$ cat config.mk
export PLATFORM = sky130hd
export DESIGN_NAME = pipe_ctrl
export DESIGN_NICKNAME = d
export VERILOG_FILES = /design/src/rtl/pipe_ctrl_pkg.sv /design/src/rtl/pipe_ctrl_hazard_detect.sv /design/src/rtl/pipe_ctrl.sv
export SDC_FILE = /design/constraint.sdc
export NUM_CORES = 1
export LEC_CHECK = 0
export BUFFER_PORTS_ARGS = -buffer_cell sky130_fd_sc_hd__buf_2
export CELL_PAD_IN_SITES_DETAIL_PLACEMENT = 0
export CELL_PAD_IN_SITES_GLOBAL_PLACEMENT = 1
export CORE_UTILIZATION = 36
export CTS_CLUSTER_DIAMETER = 60
export DETAILED_ROUTE_END_ITERATION = 10
export HOLD_SLACK_MARGIN = 0.03
export PLACE_DENSITY_LB_ADDON = 0.1
export SYNTH_ARGS = -nofsm -noshare
export SYNTH_HDL_FRONTEND = slang
export SYNTH_HIERARCHICAL = 1
export SYNTH_SLANG_ARGS = --single-unit
$ cat constraint.sdc
create_clock -name clk -period 2.3 [get_ports clk]
set_input_delay 0.46 -clock clk [delete_from_list [all_inputs] [get_ports clk]]
set_output_delay 0.46 -clock clk [all_outputs]
set_load 0.005 [all_outputs]
$ cat src/rtl/pipe_ctrl_pkg.sv
// Shared constants and types for the pipeline stall/flush sequencer.
// Each output control vector is packed in this order: {pc_stall, if_id_stall, id_ex_stall, if_id_flush, id_ex_flush, ex_mem_bubble}.
package pipe_ctrl_pkg;

   localparam int REG_ADDR_WIDTH = 5;
   localparam int PCTL_ST_WIDTH  = 2;

   localparam logic [PCTL_ST_WIDTH-1:0] PCTL_RUN = 2'b00;
   localparam logic [PCTL_ST_WIDTH-1:0] PCTL_MCW = 2'b01;

   typedef struct packed {
      logic pc_stall;
      logic if_id_stall;
      logic id_ex_stall;
      logic if_id_flush;
      logic id_ex_flush;
      logic ex_mem_bubble;
   } pctl_ctl_t;

   localparam pctl_ctl_t CTL_NONE   = '{1'b0, 1'b0, 1'b0, 1'b0, 1'b0, 1'b0};
   localparam pctl_ctl_t CTL_BRANCH = '{1'b0, 1'b0, 1'b0, 1'b1, 1'b1, 1'b0};
   localparam pctl_ctl_t CTL_MCHOLD = '{1'b1, 1'b1, 1'b1, 1'b0, 1'b0, 1'b1};
   localparam pctl_ctl_t CTL_LDUSE  = '{1'b1, 1'b1, 1'b0, 1'b0, 1'b1, 1'b0};

endpackage

$ cat src/rtl/pipe_ctrl_hazard_detect.sv
// Combinational load-use comparator between the ID sources and the EX destination.
// The x0 destination never matches, so a load into x0 cannot cause a stall.
module hazard_detect
   import pipe_ctrl_pkg::*;
#(
   parameter int REG_AW = REG_ADDR_WIDTH
) (
   input  logic [REG_AW-1:0] id_rs1_addr_i,
   input  logic [REG_AW-1:0] id_rs2_addr_i,
   input  logic              id_rs1_used_i,
   input  logic              id_rs2_used_i,
   input  logic [REG_AW-1:0] ex_rd_addr_i,
   input  logic              ex_mem_read_i,
   output logic              lu_o
);

   logic rs1_hit;
   logic rs2_hit;

   assign rs1_hit = id_rs1_used_i & (id_rs1_addr_i == ex_rd_addr_i);
   assign rs2_hit = id_rs2_used_i & (id_rs2_addr_i == ex_rd_addr_i);
   assign lu_o    = ex_mem_read_i & (ex_rd_addr_i != '0) & (rs1_hit | rs2_hit);

endmodule

$ cat src/rtl/pipe_ctrl.sv
// Stall/flush sequencer: branch flush, multi-cycle EX hold with timeout abort,
// load-use bubble insertion, and saturating stall/flush performance counters.
//
// state | meaning
// RUN   | normal issue; hazards and branches resolved combinationally
// MCW   | waiting on a multi-cycle EX result, pipeline held
module pipe_ctrl
   import pipe_ctrl_pkg::*;
#(
   parameter int REG_AW     = REG_ADDR_WIDTH,
   parameter int CNT_W      = 32,
   parameter int MC_TIMEOUT = 64
) (
   input  logic              clk,
   input  logic              rst,
   input  logic [REG_AW-1:0] id_rs1_addr_i,
   input  logic [REG_AW-1:0] id_rs2_addr_i,
   input  logic              id_rs1_used_i,
   input  logic              id_rs2_used_i,
   input  logic [REG_AW-1:0] ex_rd_addr_i,
   input  logic              ex_mem_read_i,
   input  logic              ex_branch_taken_i,
   input  logic              ex_mc_start_i,
   input  logic              ex_mc_done_i,
   output logic              pc_stall_o,
   output logic              if_id_stall_o,
   output logic              id_ex_stall_o,
   output logic              if_id_flush_o,
   output logic              id_ex_flush_o,
   output logic              ex_mem_bubble_o,
   output logic              mc_err_o,
   output logic [CNT_W-1:0]  stall_cnt_o,
   output logic [CNT_W-1:0]  flush_cnt_o
);

   localparam int TMO_W = (MC_TIMEOUT > 2) ? $clog2(MC_TIMEOUT) : 1;
   // Abort on the edge that would bring the count to MC_TIMEOUT-1, so the
   // RUN start cycle plus the MCW cycles add up to exactly MC_TIMEOUT held cycles.
   localparam logic [TMO_W-1:0] TMO_LAST = TMO_W'(MC_TIMEOUT - 2);

   logic [PCTL_ST_WIDTH-1:0] state_q;
   logic [PCTL_ST_WIDTH-1:0] state_d;
   logic [TMO_W-1:0]         tmo_cnt_q;
   logic                     mc_blk_q;
   logic                     mc_err_q;
   logic [CNT_W-1:0]         stall_cnt_q;
   logic [CNT_W-1:0]         flush_cnt_q;
   logic                     lu;
   logic                     mc_start;
   logic                     mc_hold;
   logic                     tmo_hit;
   logic                     enter_mcw;
   pctl_ctl_t                ctl;

   hazard_detect #(
      .REG_AW (REG_AW)
   ) u_hazard_detect (
      .id_rs1_addr_i (id_rs1_addr_i),
      .id_rs2_addr_i (id_rs2_addr_i),
      .id_rs1_used_i (id_rs1_used_i),
      .id_rs2_used_i (id_rs2_used_i),
      .ex_rd_addr_i  (ex_rd_addr_i),
      .ex_mem_read_i (ex_mem_read_i),
      .lu_o          (lu)
   );

   // After a timeout the same stuck op must not re-trigger until start drops.
   assign mc_start  = ex_mc_start_i & ~mc_blk_q;
   assign mc_hold   = ~ex_mc_done_i & (((state_q == PCTL_RUN) & mc_start) | (state_q == PCTL_MCW));
   assign tmo_hit   = (state_q == PCTL_MCW) & ~ex_mc_done_i & (tmo_cnt_q == TMO_LAST);
   assign enter_mcw = (state_q == PCTL_RUN) & mc_start & ~ex_mc_done_i & ~ex_branch_taken_i;

   always_comb begin
      ctl = CTL_NONE;
      if (rst)
         ctl = CTL_NONE;
      else if (ex_branch_taken_i)
         ctl = CTL_BRANCH;
      else if (mc_hold)
         ctl = CTL_MCHOLD;
      else if (lu)
         ctl = CTL_LDUSE;
   end

   always_comb begin
      state_d = state_q;
      case (state_q)
         PCTL_RUN: if (enter_mcw) state_d = PCTL_MCW;
         PCTL_MCW: if (ex_mc_done_i || tmo_hit) state_d = PCTL_RUN;
         default:  state_d = PCTL_RUN;
      endcase
   end

   always_ff @(posedge clk) begin
      if (rst) begin
         state_q     <= PCTL_RUN;
         tmo_cnt_q   <= '0;
         mc_blk_q    <= 1'b0;
         mc_err_q    <= 1'b0;
         stall_cnt_q <= '0;
         flush_cnt_q <= '0;
      end else begin
         state_q <= state_d;
         if (enter_mcw)
            tmo_cnt_q <= '0;
         else if (state_q == PCTL_MCW)
            tmo_cnt_q <= tmo_cnt_q + 1'b1;
         if (tmo_hit)
            mc_blk_q <= 1'b1;
         else if (!ex_mc_start_i)
            mc_blk_q <= 1'b0;
         if (tmo_hit)
            mc_err_q <= 1'b1;
         if (ctl.pc_stall && (stall_cnt_q != '1))
            stall_cnt_q <= stall_cnt_q + 1'b1;
         if (ex_branch_taken_i && (flush_cnt_q != '1))
            flush_cnt_q <= flush_cnt_q + 1'b1;
      end
   end

   assign pc_stall_o      = ctl.pc_stall;
   assign if_id_stall_o   = ctl.if_id_stall;
   assign id_ex_stall_o   = ctl.id_ex_stall;
   assign if_id_flush_o   = ctl.if_id_flush;
   assign id_ex_flush_o   = ctl.id_ex_flush;
   assign ex_mem_bubble_o = ctl.ex_mem_bubble;
   assign mc_err_o        = mc_err_q;
   assign stall_cnt_o     = stall_cnt_q;
   assign flush_cnt_o     = flush_cnt_q;

endmodule

* Word-level counts from Yosys, hierarchy flattened
Cells that the tools add are included.
** Storage, ports and cells
- Output and inout port bits :: 71
- Input bits :: 23
- Bits in registers :: 74
- Word-level logic and storage cells :: 50
** Cells by class
- Reduce and logical (&&, ||, !) cells :: 7
- Multiplexer cells :: 9
- Bitwise gates (word level) :: 16
- $add $sub $neg :: 3
- Eq/ne operators :: 9
** Operators with widths (number)
- adder 32 x 1 -> 32 bit, second input constant :: 2
- != test 32 bit, second input constant :: 2
- 2-to-1 mux 6 bit :: 4
- bitwise AND 1 bit :: 11
- equality test 5 bit :: 2
- adder 6 x 1 -> 6 bit, second input constant :: 1
- equality test 6 bit, second input constant :: 1
- nonzero test 5 bit :: 1
- 2-to-1 mux 2 bit :: 2
- != test 2 bit, second input constant :: 2
- one-hot mux 2 bit (2 select lines) :: 1
- inverter 1 bit :: 3
- equality test 2 x 1 -> 1 bit, second input constant :: 1
- logical AND 1 bit :: 2
- zero test 2 bit :: 1
- 2-to-1 mux 1 bit :: 2
- != test 2 x 1 -> 1 bit, second input constant :: 1
- bitwise OR 1 bit :: 2
- AND reduction 2 bit :: 1
- OR reduction 2 bit :: 1
- logical OR 1 bit :: 1

* Longest topological paths before layout
Gate-level depths: netlist (run 1).
- Depth in word-level cells :: 9
- Gate-level depth with buffers :: 11
- Mapped depth without buffers :: 11

* Hierarchy
Netlist (run 1), hierarchy kept.
** Modules (own cells, without submodules)
- pipe_ctrl :: cells each 418, area an instance 3642.2 µm², instances 1, sequential area each 1461.4 µm²
- hazard_detect :: cells each 17, area an instance 133.9 µm², instances 1, sequential area each 0.0 µm²

* Worst setup path before layout (run 1)
No wires, ideal clock.
- Path kind :: input to register
- Start point :: input port ex_rd_addr_i[0]
- End point :: register stall_cnt_q[30] (netlist: stall_cnt_o[30])
- Setup time :: 0.091 ns
- Arrival time :: 2.386 ns
- Path slack :: -0.177 ns
- Required time :: 2.209 ns
- Buffers on the path :: 0
- Stages on the path :: 9
- Cells stage by stage :: or4_1 -> o21ai_1 -> a21oi_1 -> or2_2 -> o211ai_1 -> inv_2 -> nand4_4 -> and3b_1 -> a311oi_1
** On the way
- Word-level cells in the longest chain between the ends :: 9
- Elaborated cells on any way between the ends :: 13
- Those cells by class :: eq/ne (2); mux (4); bitwise (5); reduce/logical (2)
** Ends and longest elaborated chain
- from (decl) :: line pipe_ctrl.sv:20 : input logic [REG_AW-1:0] ex_rd_addr_i,
- equality test 5 bit, on equally long branches :: line pipe_ctrl_hazard_detect.sv:20, pipe_ctrl_hazard_detect.sv:21
- bitwise AND 1 bit, on equally long branches :: line pipe_ctrl_hazard_detect.sv:20, pipe_ctrl_hazard_detect.sv:21
- bitwise OR 1 bit :: line pipe_ctrl_hazard_detect.sv:22 : assign lu_o = ex_mem_read_i & (ex_rd_addr_i != '0) & (rs1_hit | rs2_hit);
- bitwise AND 1 bit * :: line pipe_ctrl_hazard_detect.sv:22
- net lu :: line pipe_ctrl.sv:48 : logic lu;
- 2-to-1 mux 6 bit * :: line pipe_ctrl.sv:81 : else if (lu)
- 2-to-1 mux 6 bit * :: line pipe_ctrl.sv:79 : else if (mc_hold)
- 2-to-1 mux 6 bit * :: line pipe_ctrl.sv:77 : else if (ex_branch_taken_i)
- 2-to-1 mux 6 bit * :: line pipe_ctrl.sv:75 : if (rst)
- logical AND 1 bit * :: line pipe_ctrl.sv:114 : if (ctl.pc_stall && (stall_cnt_q != '1))
- to (signal assigned) :: line pipe_ctrl.sv:115 : stall_cnt_q <= stall_cnt_q + 1'b1;
- to (decl) :: line pipe_ctrl.sv:46 : logic [CNT_W-1:0] stall_cnt_q;
The timed path passes the listed nets; every way through them passes the cells marked *.
A chain may end at the register's enable or synchronous reset.

* Final worst setup path (run 1)
- Start point :: input port ex_rd_addr_i[4]
- End point :: output port pc_stall_o
** On the way
- Word-level cells in the longest chain between the ends :: 8
- Elaborated cells on any way between the ends :: 12
- Those cells by class :: eq/ne (2); mux (4); bitwise (5); reduce/logical (1)
** Ends and longest elaborated chain
- equality test 5 bit, on equally long branches :: line pipe_ctrl_hazard_detect.sv:20, pipe_ctrl_hazard_detect.sv:21
- bitwise AND 1 bit, on equally long branches :: line pipe_ctrl_hazard_detect.sv:20, pipe_ctrl_hazard_detect.sv:21
- bitwise OR 1 bit :: line pipe_ctrl_hazard_detect.sv:22
- bitwise AND 1 bit * :: line pipe_ctrl_hazard_detect.sv:22
- net lu :: line pipe_ctrl.sv:48
- 2-to-1 mux 6 bit * :: line pipe_ctrl.sv:81
- 2-to-1 mux 6 bit * :: line pipe_ctrl.sv:79
- 2-to-1 mux 6 bit * :: line pipe_ctrl.sv:77
- 2-to-1 mux 6 bit * :: line pipe_ctrl.sv:75
- to (decl) :: line pipe_ctrl.sv:25 : output logic pc_stall_o,
Marked as above.

==> results of run 1 <==
## worst reg2reg max path, delay by kind of cell (launching register included)
family                 cells  cell delay, ns
AND/OR/NAND/NOR            3            0.86
buffers and inverters      2            0.24
AO/OA/AOI/OAI              3            0.49
flip-flops                 1            0.48
## flip-flops by register name, indices dropped and copies added, names as in the netlist
name,flops
flush_cnt_o,32
stall_cnt_o,32
tmo_cnt_q,6
mc_blk_q,1
mc_err_o,1
state_q,1
## power by group
part           switching, mW  total, mW  internal [mW]
logic                 0.0775      0.141         0.0638
clock network          0.484      0.993          0.510
registers            0.00685       1.28           1.27
total                  0.568       2.41           1.84
## final timing paths
check / to / cells past startpoint / from / slack (ns)
min: state_q[0] / 2 / ex_mc_done_i / 0.34
min reg2reg: mc_err_o / 2 / mc_err_o / 0.46
max: pc_stall_o / 10 / ex_rd_addr_i[4] / -0.27
max reg2reg: stall_cnt_o[25] / 8 / stall_cnt_o[7] / 0.19
## layout by cell type, fill, tap and decap left out, drive strengths merged, types with 4 or more instances in the layout
cell      n
nand4    28
nor3     14
nand2    23
mux2i     4
dfxtp    73
nand3    28
a21oi    19
xor2     38
nor4     10
ha        4
buf     137
or3      13
and3     21
xnor2    15
nor2     60
nor2b     5
clkbuf   13
inv       9
o21ai    18
## cell type report
cell class | count | area share, %
clock buffer | 13 | 3.50
timing repair buffer | 137 | 16.6
inverter | 9 | 0.709
multi-input combinational | 341 | 46.9
sequential | 73 | 28.6
tap | 136 | 3.33
clock inverter | 3 | 0.440
## per-stage QoR
| step | hold slack, ns | utilization (%) | instance area (µm²) | power (mW) | instances |
|---|---|---|---|---|---|
| 5_1_grt | 0.315 | 50.0 | 5120 | 2.53 | 712 |
| 3_5_place_dp | 0.442 | 44.9 | 4600 | 1.43 | 684 |
| 4_1_cts | 0.311 | 48.5 | 4960 | 2.45 | 706 |
| 2_1_floorplan | 0.442 | - | 3780 | 1.37 | 435 |
| 6_report | 0.336 | 50.0 | 5120 | 2.41 | 712 |
| 3_3_place_gp | 0.441 | 44.9 | 4600 | 1.43 | 684 |
## cells by family after synthesis
kind of cell | Yosys count | synth area share [%]
AOI/OAI and AO/OA | 57 | 9.94
adders and majority gates | 4 | 1.33
muxes | 6 | 1.66
buffers and inverters | 23 | 2.85
DFF | 73 | 38.7
xor gates and xnor gates | 53 | 12.3
and+or+nand+nor | 219 | 33.2
## metal layers
layer  share of wire [%]  up-vias  track usage, %
met5                   0        -               0
met4                0.54        0            6.43
met3                 5.2        4            3.38
met2                  44       77            28.0
met1                  50     1715            26.7
li1                    -     1842               -
## what timing repair did
action                                  CTS  global route
gates cloned                              1             1
endpoints found under the setup margin   20            35
hold buffers                              0             0
setup buffers                             7             5
pin swaps                                10            21
resized for setup                        23            20
==> flow_summary.toml, run 1 <==
[critical_path]
slowest_delay_ns = 0.54
critPathLaunchType = "input pin"
cp.arrival_ns = 2.11
crit_path_max_fanout = 3
setup.worst_path.end_class = "primary output"
crit_slowest_cell = "or4_4"
path_delay_family = "simple AND/OR/NAND/NOR gates"
path_class = "in -> out"
crit_top_cell = "buf_6"
critical_path_buf_inv_count = 5
cp.required_ns = 1.84
path_cells = "buf_8 > or4_4 > o21ai_4 > a21oi_2 > or2_4 > o211ai_1 > buf_4 > inv_4 > buf_6 > buf_6"

[cts]
clk_pin_slew_ns = 0.08
clock-sinks = 73
cts-root-buf = "clkbuf_8"
insertion_delay_ns = 0.34
tritoncts = "done"
numCtsBuffers = 9
clockBufferDepth = 2
ctsHtreeMaxLevel = 3

[synthesis]
synth_area_leaders = "dfxtp_1, xor2_1, nor2_1"
netlist_area_um2 = 3780
ys_types = 56
synth-seq-cells = 73
synth.top_cell.area_share_pct = 38.7
async_reset_ff_share_pct = 0
synthTopCellsByCount = "dfxtp_1, nor2_1, xor2_1"
yosys.area.top_type = "dfxtp_1"
syn_nets = 462
synth_flop_cell = "dfxtp_1"
yosys_warnings = 6
postSynthCellCount = 435
synth_seq_area_share_pct = 38.7
synth.avg_cell_area_um2 = 8.68
yosysMostFrequentCell = "dfxtp_1"
synth-edff-count = 0

[sta]
setup_violations = 26
drv_slew = 0
fmax_mhz = 388
fin_ws_ns = -0.274
skew_ns = 0.00781
finalSetupTns_ns = -2.45
tightest_slew_ns = 0.505
grt_setup_unrepaired = "true"
layout_worst_path_cycle_share_pct = 112
fin_crit_ns = 2.57
hold_viol_final = 0
slew_headroom_pct = 66.4

[drt]
viasPerCell = 5.11
firstDrtPassIters = 4
post_drt_wl_per_cell_um = 14.1
postRouteAntennaNets = 0
first_iter_violations = 129
drc = 0
drt_wl_total_mm = 10.0
vias = 3638

[global_route]
overflow = 0
grt_max_degree = 39
grt_pass1_vias = 3393
grt_pass1_wl_mm = 16.6
antenna_found_initial = 0
grt_usage_pct = 18.7

[min_path]
hp-class = "in -> reg"

[cells_and_area]
multiInputGateArea_um2 = 2400
antenna_cells = 0
layout.nets = 598
drive_gt1_share_pct = 35.4
area_delta_synth_final_pct = 35.5
fill_cells = 1017
final-seq-area_um2 = 1460

[floorplanning]
core_area_um2 = 10200
dieHeight_um = 104
rows = 37
io_pins = 94
dieArea_um2 = 10900
die_x_um = 104
start_util_pct = 36.9

[place]
dp_hpwl_mm = 6.98
gp_congestion = 0.788
post-place-ws_ns = -0.512
port_buffers = 93

[status]
violations = "setup timing"
status = "finished, violations left"

[flow_run]
cap_viol_max_count = 0

[power_and_ir_drop]
p_per_area_nw_per_um2 = 471
peakVddDrop_v = 0.000252
p_leak_nw = 2.11
Note: power is estimated with default switching activity, not from simulation.
==> inputs of run 2 (changes only) <==
--- a/config.mk
+++ b/config.mk
@@ -5,10 +5,11 @@
 export SDC_FILE = /design/constraint.sdc
 export NUM_CORES = 1
 export LEC_CHECK = 0
+export ABC_AREA = 1
 export BUFFER_PORTS_ARGS = -buffer_cell sky130_fd_sc_hd__buf_2
 export CELL_PAD_IN_SITES_DETAIL_PLACEMENT = 0
 export CELL_PAD_IN_SITES_GLOBAL_PLACEMENT = 1
-export CORE_UTILIZATION = 36
+export CORE_UTILIZATION = 35
 export CTS_CLUSTER_DIAMETER = 60
 export DETAILED_ROUTE_END_ITERATION = 10
 export HOLD_SLACK_MARGIN = 0.03
==> flow_summary.toml, run 2 <==
[place]
dp_hpwl_mm = 10.2
placed_cell_area_um2 = 5300
port_buffers = 93
gp_congestion = 0.861
post-place-cells = 1015

[synthesis]
synth_flop_cell = "dfxtp_1"
netlist_area_um2 = 4720
async_reset_ff_share_pct = 0
yosys.area.top_type = "dfxtp_1"
postSynthCellCount = 759
ys_types = 38
synth-seq-cells = 73
syn_nets = 786
synth_area_leaders = "dfxtp_1, nand2_1, nor2_1"
synth-edff-count = 0
synth.top_cell.area_share_pct = 31.0
yosysMostFrequentCell = "nand2_1"
synthTopCellsByCount = "nand2_1, nor2_1, dfxtp_1"
synth_seq_area_share_pct = 31.0
synth.avg_cell_area_um2 = 6.22
yosys_warnings = 6

[drt]
drt_wl_total_mm = 13.2
post_drt_wl_per_cell_um = 12.9
viasPerCell = 4.73
first_iter_violations = 217
drc = 0
vias = 4871
postRouteAntennaNets = 0
firstDrtPassIters = 4

[cells_and_area]
antenna_cells = 0
finalNonFillerCells = 1029
multiInputGateArea_um2 = 2840
final-seq-area_um2 = 1460
mostFrequentLayoutCell = "nand2_1"
area_delta_synth_final_pct = 18.1
final_cell_mix = "nand2_1, nor2_1, buf_2, dfxtp_1, inv_1"
fill_cells = 1464
drive_gt1_share_pct = 20.0
utilization_pct = 42.3
layout.nets = 877
fin_area_um2 = 5570

[power_and_ir_drop]
p_total_mw = 2.78
p_leak_nw = 2.42
peakVddDrop_v = 0.000283
p_per_area_nw_per_um2 = 498

[critical_path]
rr_worst_depth = 10
cp.arrival_ns = 2.25
crit_slowest_cell = "dfxtp_1"
path_delay_family = "simple AND/OR/NAND/NOR gates"
setup.worst_path.end_class = "flip-flop"
cp.required_ns = 2.51
critPathLaunchType = "flip-flop"
path_class = "reg -> reg"
slowest_delay_ns = 0.39
path_cells = "ha_1 > nand2_1 > nor2_2 > nand2_2 > nor2_4 > nand2_4 > nand2_4 > inv_2 > nand2_1 > a21oi_1"
ff2ff_setup_slack_ns = 0.26
crit_path_max_fanout = 33
r2r_start = "flush_cnt_o[0]"
timing.rr.end = "flush_cnt_o[7]"
critical_path_buf_inv_count = 1

[sta]
fin_crit_ns = 2.04
drv_slew = 0
finalSetupTns_ns = 0
slew_headroom_pct = 65.2
grt_setup_unrepaired = "false"
skew_ns = 0.00650
fmax_mhz = 490
hold_viol_final = 0
tightest_slew_ns = 0.519
layout_worst_path_cycle_share_pct = 88.7
setup_violations = 0

[global_route]
grt_max_degree = 34
overflow = 0
grt_pass1_wl_mm = 22.0
grt_usage_pct = 19.7
antenna_found_initial = 0
grt_pass1_vias = 4515

[floorplanning]
io_pins = 94
die_x_um = 118
dieHeight_um = 118
dieArea_um2 = 14000
core_area_um2 = 13200
start_util_pct = 35.8
rows = 42

[min_path]
holdPathStages = 3
min_to = "mc_blk_q"
hp-class = "in -> reg"
worstHoldStart = "ex_mc_start_i"

[cts]
clock-sinks = 73
post_cts_buffers = 0
clk_pin_slew_ns = 0.05
cts-root-buf = "clkbuf_16"
numCtsBuffers = 9
post_cts_resized = 0
tritoncts = "done"
clockBufferDepth = 2
hold_buffers = 0
insertion_delay_ns = 0.34
ctsHtreeMaxLevel = 3

[flow_run]
cap_viol_max_count = 0

[status]
status = "completed"
-- run 2: changes by cell type in the layout (fill, tap and decap cells not counted), sizes merged, moves of 13 or more --
cell   change
nand2    +229
nor2     +109
inv       +65
buf       -39
a21oi     +31
xor2      -24
and3      -19
nand4     -17
nand3     +15
or3       -13
-- run 2: how the worst max path moves through the flow --
stage | start | end | slack (ns) | cells past startpoint
after floorplan | ex_rd_addr_i[3] | stall_cnt_o[29] | 0.53 | 14
after global placement | ex_rd_addr_i[3] | stall_cnt_o[29] | 0.27 | 13
after detailed placement | ex_rd_addr_i[3] | stall_cnt_o[29] | 0.18 | 13
after CTS | ex_rd_addr_i[3] | if_id_stall_o | 0.24 | 9
after global routing | flush_cnt_o[0] | flush_cnt_o[6] | 0.04 | 10
final | flush_cnt_o[0] | flush_cnt_o[7] | 0.26 | 10
-- run 2: logic make-up (layout without fill, tap and decap cells) --
group	Yosys count	count (layout)	share of synthesized area, %
compound gates	69	69	8.00
xor+xnor	20	20	3.71
fa+ha+maj	4	4	1.06
buf+inv	92	186	8.91
flops	73	73	31.0
simple gates	501	501	47.4
-- run 2: per-stage QoR --
| step | setup slack [ns] | hold WS [ns] |
|---|---|---|
| 2_1_floorplan | 0.532 | 0.436 |
| 3_3_place_gp | 0.267 | 0.439 |
| 3_5_place_dp | 0.176 | 0.448 |
| 4_1_cts | 0.236 | 0.386 |
| 5_1_grt | 0.0352 | 0.409 |
| 6_report | 0.259 | 0.394 |
-- run 2: power breakdown --
| part | total (mW) | internal [mW] | switching, mW |
|---|---|---|---|
| combinational | 0.176 | 0.0647 | 0.111 |
| clock | 1.31 | 0.773 | 0.537 |
| sequential | 1.29 | 1.28 | 0.0155 |
-- run 2: worst reg2reg max path: stages, from the launching register on --
cell and delay, ns:
dfxtp_1 0.39, ha_1 0.22, nand2_1 0.10, nor2_2 0.18, nand2_2 0.12, nor2_4 0.15
nand2_4 0.23, nand2_4 0.24, inv_2 0.12, nand2_1 0.09, a21oi_1 0.05
-- run 2: cell type report --
type / instances / area share [%]
multi-input combinational: 594 / 50.9
tap: 176 / 3.95
sequential: 73 / 26.2
clock inverter: 3 / 0.314
timing repair buffer: 98 / 9.02
clock buffer: 11 / 4.53
inverter: 74 / 5.03
-- run 2: per-layer routing --
metal  vias to the layer above  global-route usage [%]  share of wire, %
met3                        11                    3.09               3.9
met2                        93                    31.4                45
met4                         0                    7.61               1.4
met5                         -                       0                 0
li1                       2562                       -                 -
met1                      2205                    26.6                50
